File: src/rtl/uart_pkg.sv
// uart_pkg -- definitions shared by the UART transmitter and receiver.
//
// Contents:
//   tx_state_t          one-hot FSM encoding (IDLE/START/DATA/PARITY/STOP)
//   TICKS_OVERSAMPLING  baud ticks per bit period (16x oversampling)
//   DEFAULT_MAXTAM      default number of data bits per frame
//   TICK_W              width of the oversampling tick counter (covers up to 32)
package uart_pkg;

    typedef enum logic [4:0] {
        ST_IDLE   = 5'b00001,
        ST_START  = 5'b00010,
        ST_DATA   = 5'b00100,
        ST_PARITY = 5'b01000,
        ST_STOP   = 5'b10000
    } tx_state_t;

    localparam int TICKS_OVERSAMPLING = 16;
    localparam int DEFAULT_MAXTAM     = 8;
    localparam int TICK_W             = 5;

endpackage

File: src/rtl/uart_tx.sv
// uart_tx -- UART transmitter: start bit, MAXTAM data bits LSB first,
// optional parity bit, SB_TICKS/16 stop bits. Bit timing comes from an
// external 16x oversampling tick (i_bd) shared with the receiver.
//
// Build option: define UART_TX_PARITY_EN to insert a parity bit after the
// data bits (even parity, or odd when PARITY_ODD=1). Without it the frame
// goes straight from the last data bit to the stop period.
//
// Ports:
//   i_clk       system clock, rising edge
//   i_reset     asynchronous reset, active low
//   i_bd        one-cycle oversampling tick, 16 per bit period
//   i_tx_start  send request, only looked at while idle
//   i_tx_data   word to send, captured when the request is accepted
//   o_tx        serial line (registered, idles high)
//   o_tx_busy   high while a frame is in flight
//   o_tx_done   one-cycle pulse after the last stop tick
module uart_tx
    import uart_pkg::*;
#(
    parameter int MAXTAM      = DEFAULT_MAXTAM,
    parameter int BIT_COUNTER = 3,
    parameter int SB_TICKS    = 16,
    parameter int PARITY_ODD  = 0
) (
    input  logic              i_clk,
    input  logic              i_reset,
    input  logic              i_bd,
    input  logic              i_tx_start,
    input  logic [MAXTAM-1:0] i_tx_data,
    output logic              o_tx,
    output logic              o_tx_busy,
    output logic              o_tx_done
);

    localparam logic [TICK_W-1:0]      LAST_TICK = TICK_W'(TICKS_OVERSAMPLING - 1);
    localparam logic [TICK_W-1:0]      LAST_STOP = TICK_W'(SB_TICKS - 1);
    localparam logic [BIT_COUNTER-1:0] LAST_BIT  = BIT_COUNTER'(MAXTAM - 1);

    tx_state_t               state, state_n;
    logic [TICK_W-1:0]       tick, tick_n;
    logic [BIT_COUNTER-1:0]  idx, idx_n;
    logic [MAXTAM-1:0]       shift, shift_n;
    logic                    tx_r, tx_n;
    logic                    busy_r, busy_n;
    logic                    done_r, done_n;
`ifdef UART_TX_PARITY_EN
    // Parity is taken from the word at acceptance, since the shift
    // register no longer holds it once the data bits have gone out.
    logic                    par_r, par_n;
`else
    // Parity polarity is meaningless when no parity bit is sent.
    if (PARITY_ODD != 0) begin : g_parity_ignored
    end
`endif

    always_ff @(posedge i_clk or negedge i_reset) begin
        if (!i_reset) begin
            state  <= ST_IDLE;
            tick   <= '0;
            idx    <= '0;
            shift  <= '0;
            tx_r   <= 1'b1;
            busy_r <= 1'b0;
            done_r <= 1'b0;
`ifdef UART_TX_PARITY_EN
            par_r  <= 1'b0;
`endif
        end else begin
            state  <= state_n;
            tick   <= tick_n;
            idx    <= idx_n;
            shift  <= shift_n;
            tx_r   <= tx_n;
            busy_r <= busy_n;
            done_r <= done_n;
`ifdef UART_TX_PARITY_EN
            par_r  <= par_n;
`endif
        end
    end

    always_comb begin
        state_n = state;
        tick_n  = tick;
        idx_n   = idx;
        shift_n = shift;
        done_n  = 1'b0;
`ifdef UART_TX_PARITY_EN
        par_n   = par_r;
`endif

        case (state)
            ST_IDLE: begin
                if (i_tx_start) begin
                    shift_n = i_tx_data;
                    tick_n  = '0;
                    state_n = ST_START;
`ifdef UART_TX_PARITY_EN
                    par_n   = (^i_tx_data) ^ (PARITY_ODD != 0);
`endif
                end
            end
            ST_START: begin
                if (i_bd) begin
                    if (tick == LAST_TICK) begin
                        tick_n  = '0;
                        idx_n   = '0;
                        state_n = ST_DATA;
                    end else begin
                        tick_n = tick + TICK_W'(1);
                    end
                end
            end
            ST_DATA: begin
                if (i_bd) begin
                    if (tick == LAST_TICK) begin
                        tick_n  = '0;
                        shift_n = shift >> 1;
                        if (idx == LAST_BIT) begin
`ifdef UART_TX_PARITY_EN
                            state_n = ST_PARITY;
`else
                            state_n = ST_STOP;
`endif
                        end else begin
                            idx_n = idx + BIT_COUNTER'(1);
                        end
                    end else begin
                        tick_n = tick + TICK_W'(1);
                    end
                end
            end
`ifdef UART_TX_PARITY_EN
            ST_PARITY: begin
                if (i_bd) begin
                    if (tick == LAST_TICK) begin
                        tick_n  = '0;
                        state_n = ST_STOP;
                    end else begin
                        tick_n = tick + TICK_W'(1);
                    end
                end
            end
`endif
            ST_STOP: begin
                if (i_bd) begin
                    if (tick == LAST_STOP) begin
                        tick_n  = '0;
                        state_n = ST_IDLE;
                        done_n  = 1'b1;
                    end else begin
                        tick_n = tick + TICK_W'(1);
                    end
                end
            end
            default: begin
                state_n = ST_IDLE;
                tick_n  = '0;
            end
        endcase

        // The pin level is decided from the state being entered so that the
        // registered output changes on the same edge as the state.
        case (state_n)
            ST_START:  tx_n = 1'b0;
            ST_DATA:   tx_n = shift_n[0];
`ifdef UART_TX_PARITY_EN
            ST_PARITY: tx_n = par_n;
`endif
            default:   tx_n = 1'b1;
        endcase

        busy_n = (state_n != ST_IDLE);
    end

    assign o_tx      = tx_r;
    assign o_tx_busy = busy_r;
    assign o_tx_done = done_r;

endmodule

File: config.mk
export PLATFORM = sky130hd
export DESIGN_NAME = uart_tx
export DESIGN_NICKNAME = d
export VERILOG_FILES = /design/src/rtl/uart_pkg.sv /design/src/rtl/uart_tx.sv
export SDC_FILE = /design/constraint.sdc
export NUM_CORES = 1
export LEC_CHECK = 0
export CORE_MARGIN = 5
export CORE_UTILIZATION = 60
export CTS_BUF_LIST = sky130_fd_sc_hd__clkbuf_4 sky130_fd_sc_hd__clkbuf_8
export CTS_CLUSTER_SIZE = 12
export DETAILED_ROUTE_END_ITERATION = 10
export PLACE_DENSITY = 0.91
export SYNTH_ARGS = -nofsm -noshare
export SYNTH_HDL_FRONTEND = slang
export SYNTH_SLANG_ARGS = --single-unit
File: constraint.sdc
create_clock -name i_clk -period 5 [get_ports i_clk]
set_input_delay 1 -clock i_clk [delete_from_list [all_inputs] [get_ports i_clk]]
set_output_delay 1 -clock i_clk [all_outputs]
set_load 0.01 [all_outputs]
Yosys cells after proc, flatten, opt, wreduce, memory -nomap -nowiden
Cells that the tools add are included.
Storage, ports and cells
  output and inout port bits: 3
  flip-flop bits (word level): 24
Cells by class
  reductions and logical operators: 6
  mux-type cells: 27
  equal/unequal tests: 16
  $add $sub $neg: 2
Operator list (number)
  two-way mux 5 bit: 11
  two-way mux 8 bit: 3
  one-hot mux 5 bit (4 select lines): 1
  one-hot mux 8 bit (2 select lines): 1
  two-way mux 3 bit: 5
  inequality test 2 bit, second input constant: 6
  equality test 5 x 2 -> 1 bit, second input constant: 2
  equality test 5 x 3 -> 1 bit, second input constant: 2
  one-hot mux 5 bit (2 select lines): 1
  one-hot mux 3 bit (2 select lines): 1
  AND reduction 6 bit: 1
  adder 5 x 1 -> 5 bit, second input constant: 1
  equality test 5 x 1 -> 1 bit, second input constant: 1
  equality test 5 x 4 -> 1 bit, second input constant: 1
  equality test 5 bit, second input constant: 1
  inequality test 5 x 1 -> 1 bit, second input constant: 1
  AND reduction 4 bit: 1
  nonzero test 2 bit: 2
  adder 3 x 1 -> 3 bit, second input constant: 1
  equality test 3 bit, second input constant: 1
  two-way mux 1 bit: 3
  OR reduction 3 bit: 1
  inequality test 2 x 1 -> 1 bit, second input constant: 1
  one-hot mux 1 bit (2 select lines): 1
  AND reduction 2 bit: 1

Longest topological paths before layout
Gate-level depths: netlist (run 1).
  depth in word-level cells: 7
  depth in mapped cells: 6
  gate-level depth less buffers: 6

Least setup slack after synthesis (run 1)
No wires, ideal clock.
  path type: in2reg
  start point: input port i_bd
  end point: register shift[1]
  stages: 4
  arrival time: 1.690 ns
  library setup time: 0.130 ns
  slack: 3.180 ns
  buffers on the path: 0
  path through: nand2_1 -> nor2_2 -> mux2_2 -> o21ai_0
Between the ends
  cells in the longest elaborated chain, start to end: 2
Ends and longest elaborated chain
  start, declared: RTL line uart_tx.sv:28  | input logic i_bd,
  inequality test 2 bit (no line)
  AND reduction 4 bit (no line)
  end signal, assigned: RTL line uart_tx.sv:73  | shift <= shift_n;
  end, declared: RTL line uart_tx.sv:43  | logic [MAXTAM-1:0] shift, shift_n;
No other way between the ends.
A chain may end at the register's enable or synchronous reset.

Final worst setup path (run 1)
  start point: register tx_r (netlist: o_tx)
  end point: output port o_tx
RTL lines
  start, declared: RTL line uart_tx.sv:44  | logic tx_r, tx_n;
  start signal, assigned: RTL line uart_tx.sv:74  | tx_r <= tx_n;
  end, declared: RTL line uart_tx.sv:31  | output logic o_tx,
No word-level cell between the ends.

==> results of run 1 <==
## where the power goes
part / internal, mW / switching (mW) / leakage, nW
clock: 0.0446 / 0.0583 / 0.0210
sequential: 0.211 / 0.0113 / 0.312
combinational: 0.0218 / 0.0236 / 0.290
total: 0.278 / 0.0932 / 0.622
## cells by family after synthesis
family | after synthesis
DFF | 24
adders and majority gates | 3
muxes | 2
and+or+nand+nor | 36
buffers and inverters | 11
other | 1
xor gates and xnor gates | 1
AOI/OAI and AO/OA | 41
## sequential cells by signal (all words and copies together) (netlist names)
name and cells:
idx 3, o_tx 1, o_tx_busy 1, o_tx_done 1, shift 8, state 5, tick 5
## per-stage QoR
stage / instances / worst slack, ns / utilization, % / power [mW]
global placement: 160 / 2.44 / 70.2 / 0.268
global route: 164 / 2.59 / 72.1 / 0.387
CTS: 164 / 2.61 / 72.1 / 0.371
floorplan: 119 / 3.18 / - / 0.247
finish: 164 / 2.62 / 72.1 / 0.371
detailed placement: 160 / 2.38 / 70.2 / 0.272
## final cells by class
cell class | count | share of cell area, %
clock buffers | 4 | 2.65
flip-flops and latches | 24 | 44.0
well taps | 27 | 2.46
inverters | 11 | 3.01
repair buffers | 14 | 10.2
multi-input cells | 84 | 37.7
## worst paths after layout
path,from,end,slack (ns)
max,o_tx$_DFF_PN1_,o_tx,2.62
min,tick[4]$_DFFE_PN0P_,tick[4]$_DFFE_PN0P_,0.51
max reg2reg,tick[0]$_DFFE_PN0P_,shift[3]$_DFFE_PN0P_,3.06
min reg2reg,tick[4]$_DFFE_PN0P_,tick[4]$_DFFE_PN0P_,0.51
max in group asynchronous,i_reset,shift[0]$_DFF_PN0_,3.19
min in group asynchronous,i_reset,tick[2]$_DFFE_PN0P_,1.21
## per-layer routing
layer	track usage, %	wire, microns
met1	23.4	1000
met2	27.8	1070
met3	2.49	129
met4	10.4	55
met5	0	0
## cells in the final DEF, fill, tap and decap left out, types with 2 or more instances in the layout
cell type,synthesis,layout
clkbuf_4,0,3
dfrtp_1,22,22
nand3_1,4,4
a22oi_1,8,8
a21o_1,2,2
nand2_1,12,12
o21ai_0,15,15
inv_1,11,11
ha_1,3,3
nor3_1,2,2
nor2_1,9,9
a21oi_1,4,4
a31oi_1,2,2
o21ai_1,2,2
clkdlybuf4s50_1,0,14
dfstp_2,2,2
==> metrics.csv, run 1 <==
metric,value,unit
# DRC,0,
synthesized flop and latch total,24,
Synth Area in Simple Gates,15.2,%
Routed WL,2250,microns
Detailed Place HPWL,1710,microns
Lkg Pwr,0.622,nW
Cell Pwr Density,271,nW/um^2
die height,54.0,microns
grt total ovfl,0,
largest family of logic cells by synthesized area,compound AO/OA/AOI/OAI gates,
Fmax,420,MHz
worst path arrival time,1.38,ns
Antenna Nets Post-Route,0,
"Cell Area, Synth",1160,sq um
"IR drop worst, VDD",236,uV
Tmin final,2.38,ns
vias,938,
mux contribution to synthesized area,1.83,%
Layout Nets,153,
RSZ-0062 raised after global routing,no,
Worst EP required,4.00,ns
Via density,5.72,
WHS,0.511,ns
clk root buf,clkbuf_4,
Worst path top cell family by delay,flip-flops,
main flop type after synthesis,dfrtp_1,
Final setup viols,0,
peak fanout along the critical path,1,
core area,1900,sq um
Final Max Tran Viols,0,
RD Place Congestion,0.833,
Area contributors post-synth,"dfrtp_1 (47%), o21ai_0 (6.5%), a22oi_1 (5.2%), dfstp_2 (4.5%), nand2_1 (3.9%)",
DR WL/cell,13.7,microns
Crit Path Class,reg2out,
CTS tree,yes,
Layout Skew,0.00294,ns
Max stage delay on crit path,0.54,ns
top post-synthesis cells by count,"dfrtp_1 (22), o21ai_0 (15), nand2_1 (12)",
Ant. Diodes,0,
H-tree levels,1,
post_cts resized,0,
"Reg clk slew, reported paths",0.13,ns
1st-iter DRT viols,28,
critical path depth in cells,1,
Slowest cell on crit path,dfstp_2,
CP Launch Type,flop,
final worst path period share,47.6,%
total global-route track usage,17.8,%
First-pass DRT Iterations,4,
Hold Crit Class,reg2reg,
area grow syn2layout,18.1,%
clk sink count,24,
syn nets,134,
clk_lat worst skew,0.32,ns
Yosys top cell area share,47.4,%
CP Capture Type,output pin,
antenna violations before repair,0,
pin count of the biggest net entering global routing,25,
CP bufs+invs,1,
I/O Buffers,14,
Die ar.,2910,sq um
# hold bufs at CTS,0,
setup tns final,0,ns
"Cell Chain, Critical Path",clkdlybuf4s50_1,
chip width,54.0,microns
fillcell total,145,
Slew HR,33.2,%
share of layout cells above drive strength 1,10.2,%
Synth Area in Compound Gates,23.2,%
Num CTS Buffers,3,
Worst Hold Depth,1,
status,finished clean,
Post-DP Area,1340,sq um
xor-xnor portion of the synthesized cell area,0.754,%
Syn Inst Count,119,
post-synthesis sequential area ratio,51.9,%
Synth async-reset ratio,100,%
max_cap viols,0,
number of synthesized flops with an enable pin,0,
Finished Cell Area,1370,sq um
first-pass GRT wire length,3640,microns
Setup Buffers After CTS,0,
Worst Reg2Reg Path Length in Cells,6,
row count,16,
Least-Margin Pin Slew,0.999,ns
Starting Density,61.1,%
Final Hold Viols,0,
Syn Area/Cell,9.76,sq um
vias in the first global route,856,
cell with the most instances after synthesis,dfrtp_1,
Ys Warns,0,
post-synthesis adder-cell area fraction,3.23,%
library cells used by synthesis,35,
Register Area,603,sq um
multi-input logic area,517,sq um
Synth area leader,dfrtp_1,
Max Buffers Root-to-Sink,2,
Ports,15,
(Power assumes the default switching activity.)
==> run 2, diff against run 1 <==
CORE_UTILIZATION = 56   (was 60)
PLACE_DENSITY = 0.86   (was 0.91)
clock period = 2.38 ns   (was 5 ns; I/O delays follow)
==> metrics.csv, run 2 (synthesized netlist as in run 1, its figures left out) <==
metric,value,unit,change
CTS tree,yes,,
Ports,15,,unchanged
Max stage delay on crit path,0.53,ns,about the same
setup tns final,0,ns,unchanged
peak fanout along the critical path,1,,unchanged
clk sink count,24,,unchanged
# hold bufs at CTS,0,,unchanged
First-pass DRT Iterations,5,,+1
first-pass GRT wire length,4070,microns,+12%
total global-route track usage,16.4,%,-1.4 points
"Cell Chain, Critical Path",clkdlybuf4s50_1,,
DR WL/cell,13.7,microns,-0.20%
Worst EP required,1.90,ns,-2.10 ns
Die ar.,3080,sq um,+5.8%
Num CTS Buffers,3,,unchanged
FF-to-FF setup slack,0.60,ns,-2.46 ns
Starting Density,59.2,%,-1.9 points
Ant. Diodes,0,,unchanged
grt total ovfl,0,,unchanged
vias in the first global route,934,,+9.1%
Layout Skew,0.00527,ns,+0.00233 ns
launch point of the worst path,o_tx$_DFF_PN1_,,
Fmax,546,MHz,
status,finished clean,,
worst path arrival time,1.36,ns,-0.02 ns
clk root buf,clkbuf_4,,
Worst path top cell family by delay,flip-flops,,
Via density,5.70,,-0.36%
H-tree levels,1,,unchanged
Cell Pwr Density,558,nW/um^2,+110%
final std cells w/o fill,166,,+1.2%
Finished Cell Area,1390,sq um,+1.1%
Final Max Tran Viols,0,,unchanged
placed cells,162,,+1.3%
chip width,55.5,microns,+2.9%
max FFs per register,8,,unchanged
final worst path period share,76.9,%,
max_cap viols,0,,unchanged
Detailed Place HPWL,1710,microns,about the same
R2R Path End,shift[6]$_DFFE_PN0P_,,
"IR drop worst, VDD",388,uV,+64%
Slowest cell on crit path,dfstp_2,,
fillcell total,156,,+7.6%
CP Capture Type,output pin,,
Routed WL,2280,microns,+1.0%
die height,55.5,microns,+2.9%
Crit Path Class,reg2out,,
"most common cell after layout, fill and taps aside",dfrtp_1,,
share of layout cells above drive strength 1,11.5,%,+1.3 points
post_cts resized,0,,unchanged
Lkg Pwr,0.633,nW,+1.6%
Worst Reg2Reg Path Length in Cells,6,,unchanged
Critical R2R Launch,tick[0]$_DFFE_PN0P_,,
CP Launch Type,flop,,
"commonest non-fill, non-tap cells in the layout","dfrtp_1 (22), o21ai_0 (15), clkdlybuf4s50_1 (14)",,
critical path depth in cells,1,,unchanged
1st-iter DRT viols,38,,+36%
Setup Buffers After CTS,0,,unchanged
top flop regs,"shift x8, state x5, tick x5",,
Final Hold Viols,0,,unchanged
Layout Nets,155,,+1.3%
Tmin final,1.83,ns,
clk_lat worst skew,0.31,ns,about the same
pin count of the biggest net entering global routing,25,,unchanged
core area,1960,sq um,+3.2%
Post-DP Area,1350,sq um,+1.1%
Final setup viols,0,,unchanged
row count,16,,unchanged
RD Place Congestion,0.773,,-7.1%
I/O Buffers,14,,unchanged
Antenna Nets Post-Route,0,,unchanged
CP bufs+invs,1,,unchanged
area grow syn2layout,19.4,%,
antenna violations before repair,0,,unchanged
Biggest register,shift,,
# DRC,0,,unchanged
Hold Crit Class,in2async,,
Max Buffers Root-to-Sink,2,,unchanged
"Reg clk slew, reported paths",0.13,ns,about the same
RSZ-0062 raised after global routing,no,,
worst setup path end,o_tx,,
Pwr Total,0.773,mW,+110%
vias,946,,+0.85%
[run 2: worst min-delay path by stage]
stage | to | slack, ns | depth (start not counted)
final | o_tx_busy$_DFF_PN0_ | 0.51 | 2
after global routing | o_tx_busy$_DFF_PN0_ | 0.51 | 2
after CTS | tick[4]$_DFFE_PN0P_ | 0.50 | 1
after detailed placement | tick[4]$_DFFE_PN0P_ | 0.47 | 1
after global placement | tick[4]$_DFFE_PN0P_ | 0.47 | 1
after floorplan | idx[0]$_DFFE_PN0P_ | 0.18 | 0
[run 2: power breakdown]
part / internal (mW) / leakage (nW) / switching, mW
Clock: 0.0934 / 0.0210 / 0.116
Sequential: 0.444 / 0.312 / 0.0224
Combinational: 0.0468 / 0.300 / 0.0503
Total: 0.584 / 0.633 / 0.189
[run 2: per-stage QoR]
stage | setup slack (ns) | hold slack (ns) | util (%)
floorplan | 0.761 | 0.180 | -
global placement | 0.473 | 0.467 | 68.8
detailed placement | 0.433 | 0.473 | 68.8
CTS | 0.536 | 0.503 | 70.7
global route | 0.442 | 0.515 | 70.7
finish | 0.549 | 0.507 | 70.7
[run 2: routing by layer]
layer  GRT usage (%)  vias to the layer above  share of wire (%)
met5               0                        -                  0
met4            4.17                        0               0.44
met3            3.73                        2                5.8
met2            29.1                       29                 51
met1            19.8                      454                 43
li1                -                      461                  -
[run 2: area by class of cell]
cell class	instances	area, sq um	share of cell area, %
Timing Repair Buffer	16	155	11.2
Multi-Input combinational cell	84	517	37.3
Sequential cell	24	603	43.5
Tap cell	27	33.8	2.44
Clock buffer	4	36.3	2.62
Inverter	11	41.3	2.98
